`src/rtl/eth_ram_port_arbiter.sv`:
```
// Port-1 arbiter for the received-Ethernet-packet RAM.
// Shares the port between ecpri_rx (req 0) and ecpri_tx (req 1).
module eth_ram_port_arbiter #(
    parameter int DATA_WIDTH = 8,
    parameter int ADDR_WIDTH = 16,
    parameter int MAX_HOLD   = 64,
    parameter int HOLD_W     = 8
) (
    input  logic                  clk,
    input  logic                  reset,
    input  logic                  req_0,
    input  logic                  req_1,
    input  logic [ADDR_WIDTH-1:0] addr_0,
    input  logic [DATA_WIDTH-1:0] wdata_0,
    input  logic                  we_0,
    input  logic                  oe_0,
    input  logic [ADDR_WIDTH-1:0] addr_1,
    input  logic [DATA_WIDTH-1:0] wdata_1,
    input  logic                  we_1,
    input  logic                  oe_1,
    output logic                  gnt_0,
    output logic                  gnt_1,
    output logic [DATA_WIDTH-1:0] rdata_0,
    output logic [DATA_WIDTH-1:0] rdata_1,
    output logic                  rvalid_0,
    output logic                  rvalid_1,
    output logic                  ram_cs,
    output logic [ADDR_WIDTH-1:0] ram_addr,
    output logic [DATA_WIDTH-1:0] ram_wdata,
    output logic                  ram_we,
    output logic                  ram_oe,
    input  logic [DATA_WIDTH-1:0] ram_rdata,
    output logic                  preempt
);

    localparam logic [1:0] IDLE = 2'd0;
    localparam logic [1:0] OWN0 = 2'd1;
    localparam logic [1:0] OWN1 = 2'd2;
    localparam logic [1:0] TURN = 2'd3;

    logic [1:0]        state;
    logic              last_owner;
    logic [HOLD_W-1:0] hold_cnt;
    logic              rd_vld;
    logic              rd_own;

    logic owning;
    logic owner;
    logic own_req;
    logic oth_req;
    logic hold_hit;

    assign owning  = (state == OWN0) || (state == OWN1);
    assign owner   = (state == OWN1);
    assign own_req = owner ? req_1 : req_0;
    assign oth_req = owner ? req_0 : req_1;

    // Sticky once the limit is reached, so a late waiter still forces release.
    assign hold_hit = (MAX_HOLD != 0) &&
                      (hold_cnt >= HOLD_W'(MAX_HOLD - 1));

    assign gnt_0 = (state == OWN0);
    assign gnt_1 = (state == OWN1);

    always_comb begin
        ram_cs    = 1'b0;
        ram_addr  = '0;
        ram_wdata = '0;
        ram_we    = 1'b0;
        ram_oe    = 1'b0;
        if (owning) begin
            ram_cs    = 1'b1;
            ram_addr  = owner ? addr_1 : addr_0;
            ram_wdata = owner ? wdata_1 : wdata_0;
            ram_we    = owner ? we_1 : we_0;
            ram_oe    = owner ? (oe_1 & ~we_1) : (oe_0 & ~we_0);
        end
    end

    assign rdata_0  = ram_rdata;
    assign rdata_1  = ram_rdata;
    assign rvalid_0 = rd_vld & ~rd_own;
    assign rvalid_1 = rd_vld & rd_own;

    always_ff @(posedge clk or negedge reset) begin
        if (!reset) begin
            state      <= IDLE;
            last_owner <= 1'b1;
            hold_cnt   <= '0;
            rd_vld     <= 1'b0;
            rd_own     <= 1'b0;
            preempt    <= 1'b0;
        end else begin
            preempt <= 1'b0;
            rd_vld  <= ram_cs & ram_oe;
            rd_own  <= owner;
            case (state)
                IDLE: begin
                    if (req_0 && (!req_1 || last_owner)) begin
                        state    <= OWN0;
                        hold_cnt <= '0;
                    end else if (req_1) begin
                        state    <= OWN1;
                        hold_cnt <= '0;
                    end
                end
                OWN0, OWN1: begin
                    if (hold_cnt != '1)
                        hold_cnt <= hold_cnt + 1'b1;
                    if (!own_req) begin
                        state      <= TURN;
                        last_owner <= owner;
                    end else if (hold_hit && oth_req) begin
                        state      <= TURN;
                        last_owner <= owner;
                        preempt    <= 1'b1;
                    end
                end
                default: state <= IDLE;
            endcase
        end
    end

endmodule

```
`config.mk`:
```
export PLATFORM = sky130hd
export DESIGN_NAME = eth_ram_port_arbiter
export DESIGN_NICKNAME = d
export VERILOG_FILES = /design/src/rtl/eth_ram_port_arbiter.sv
export SDC_FILE = /design/constraint.sdc
export NUM_CORES = 1
export LEC_CHECK = 0
export BUFFER_PORTS_ARGS = -buffer_cell sky130_fd_sc_hd__buf_4
export CAP_MARGIN = 5
export CELL_PAD_IN_SITES_DETAIL_PLACEMENT = 1
export CELL_PAD_IN_SITES_GLOBAL_PLACEMENT = 2
export CORE_AREA = 2 2 84 106
export DETAILED_ROUTE_END_ITERATION = 6
export DIE_AREA = 0 0 86 108
export PLACE_DENSITY = 0.79
export RECOVER_POWER = 100
export SKIP_CTS_REPAIR_TIMING = 1
export SYNTH_ARGS = -nofsm -noshare
export SYNTH_HDL_FRONTEND = slang
export SYNTH_SLANG_ARGS = --single-unit
```
`constraint.sdc`:
```
create_clock -name clk -period 2.2 [get_ports clk]
set_clock_uncertainty 0.15 [all_clocks]
set_input_delay 0.66 -clock clk [delete_from_list [all_inputs] [get_ports clk]]
set_output_delay 0.66 -clock clk [all_outputs]
set_load 0.05 [all_outputs]
```
==> results.md <==
* Core Rows at 37
* HPWL after DPL at 4098 µm
* Residual DRC count at 0
* Register area at 352.8 µm²
* Global-route congestion overflow total at 0
* Standby leakage power at 0.001207 µW
* Top-level I/O count at 112
* Diode insertion count for antenna repair at 0
* Standard cell core area at 8194 µm²
* Area grow syn2layout at 106.6%
* Overall Global Routing Usage at 10.78%
* Number of vias per cell after detailed routing at 4.521
* Wire length of the first global-routing pass at 8176 µm
* Worst Path Max Fanout at 8
* CTS root buffer: clkbuf_8
* Post-detailed-routing wire length at 6051 µm
* Nets at 328
* Number of H-tree levels at 1
* Type of destination of the critical path: output port
* Critical setup path kind: flop to output port
* Quantity of I/O buffers inserted on ports at 87
* Number of failing hold endpoints at the final stage at 0
* Leading cell type in the layout, fill and taps excluded: buf_4
* CTS tree: built
* Number of maximum-capacitance violations at 0
* Flop and latch count out of synthesis at 14
* Total area of multi-input combinational cells at 1256 µm²
* Critical path arrival at 1.69 ns
* Maximum number of pins on one net before global-route repair at 17
* Yosys Warn Count at 0
* Routed wire per std cell at 17.05 µm
* Setup TNS after final layout at -6.101 ns
* Synth Net Count at 239
* Final count of pins violating max slew at 0
* Detailed Route Iter0 Violations at 62
* Power per standard cell area at 2043 nW/µm²
* Total setup violations reported at the end of the flow at 26
* Critical Path Start Type: flop
* Max-slew headroom at 43.07%
* Failing checks: negative setup slack
* Total number of vias at 1605
* Number of cells after detailed placement at 342
* Peak supply drop at 0.5520 mV
* Maximum root-to-sink buffer count at 2
* Transition at the pin with the smallest max-transition slack at 0.8539 ns
* Initial antenna violation count at 0
* Post-synth EDFFs at 0
* Distinct cells, synth at 38
* Global placer's final weighted congestion at 0.7285
* Final design instance area without fill at 2840 µm²
* Area of the mapped netlist at 1375 µm²
* Area after detailed placement at 2365 µm²
* Die width at 86 µm
* Die height at 108 µm
* Vias in the first global route at 1642
* Number of sinks driven by the clock tree at 14
* Setup repair after global routing missed its margin: true
* Ratio of cells with drive above 1 in the final layout at 66.67%
* Initial Util at 16.78%
* Sequential-to-total area share from yosys stat at 25.57%
* Count of filler cells inserted in the layout at 922
* Die area at 9288 µm²
* Clock period minus final worst setup slack at 2.504 ns
* Setup ws final at -0.3042 ns
* Primary FF master, synth: dfrtp_1
* Most used cells in the layout excluding fill and tap cells: buf_4 (84), nor2_4 (26), mux2i_4 (13), dfrtp_1 (12), mux2i_2 (10)
* Number of standard cells in the layout, taps in and fillers out at 355
* Post-Syn Area per Cell at 8.089 µm²
* Worst hold-check path type: primary input to async pin
* Maximum operating frequency at 399.3 MHz
* ANT nets after route at 0
* Initial DRT Pass Iterations at 3
* Synthesized instance count at 170
* Worst hold slack at 0.3413 ns
* Final Cycle Share at 113.8%
* Total CTS buffers at 3
* Required @ worst endpoint at 1.39 ns
* Ys async rst share at 100.0%
* Clk_lat worst skew at 0.25 ns
* Outcome: finished with violations
* Post-CTS clock slew at the launch and capture registers of the worst setup and hold paths at 0.07 ns
-- metal layers --
layer / GRT usage (%) / wire (µm) / vias to the layer above
met5: 0 / 0 / -
met4: 2.721 / 34 / 0
met3: 2.443 / 438 / 4
met2: 19.71 / 3344 / 63
met1: 12.55 / 2234 / 779
li1: - / - / 759
-- state kept, by name, summed over array words and instances, names as in the netlist --
signal,cells
hold_cnt,8
preempt,1
state,2
rd_own,1
rd_vld,1
last_owner,1
-- where the power goes --
group          internal (µW)  switching, µW
clock network            159            106
registers                331           53.3
logic                   2220           2940
total                   2710           3100
-- worst max-delay path, stage by stage (launching register included) --
cell and delay, ns:
dfrtp_1 0.39, inv_2 0.08, ha_4 0.21, buf_12 0.19, mux2i_2 0.31, nor2_4 0.06, buf_4 0.19
-- metrics by stage --
step | utilization (%) | worst slack [ns] | total power (µW)
6_report | 34.66 | -0.3042 | 5804
5_1_grt | 34.66 | -0.3725 | 6077
4_1_cts | 29.53 | -0.2819 | 4848
3_5_place_dp | 28.86 | -0.001008 | 4574
3_3_place_gp | 28.86 | 0.02226 | 4521
2_1_floorplan | - | -0.1572 | 3605
-- cell usage after synthesis, drive strengths merged (2+ instances only) --
| library cell | instances | area [µm²] |
|---|---|---|
| nor2 | 33 | 123.9 |
| mux2i | 25 | 250.2 |
| buf | 24 | 163.9 |
| dfrtp | 13 | 325.3 |
| o21ai | 11 | 66.32 |
| o31ai | 8 | 60.06 |
| inv | 7 | 26.28 |
| nand3 | 7 | 35.03 |
| nand2 | 6 | 22.52 |
| ha | 5 | 62.56 |
| nor3 | 3 | 20.02 |
| a21o | 2 | 15.01 |
| a21oi | 2 | 10.01 |
| a22o | 2 | 17.52 |
| a2bb2oi | 2 | 17.52 |
| and2 | 2 | 12.51 |
| and3 | 2 | 12.51 |
| nand4 | 2 | 12.51 |
-- path summary, 6_finish.rpt --
check	to	from	slack, ns	cells after the start
max in group asynchronous	state[1]	reset	0.98	1
worst max-delay path	ram_addr[2]	state[0]	-0.30	6
worst min-delay path	hold_cnt[0]	reset	0.34	1
worst min register to register	hold_cnt[0]	hold_cnt[0]	0.37	1
min in group clk	hold_cnt[0]	hold_cnt[0]	0.37	1
worst max register to register	state[0]	state[0]	0.07	9
-- logic make-up (layout without fill, tap and decap cells) --
| logic type | after synthesis | after routing | synth area share (%) |
|---|---|---|---|
| flip-flops | 14 | 14 | 25.57 |
| buffers and inverters | 32 | 120 | 14.10 |
| adder cells (fa/ha/maj) | 5 | 5 | 4.550 |
| AO/OA/AOI/OAI | 35 | 35 | 18.20 |
| AND/OR/NAND/NOR | 59 | 59 | 19.38 |
| multiplexers | 25 | 25 | 18.20 |
-- final cells by class --
type,count,area share [%]
well taps,97,4.273
flip-flops and latches,14,12.42
repair buffers,109,36.04
clock buffers,4,1.938
inverters,7,1.101
multi-input cells,124,44.23
(Power assumes the default switching activity.)
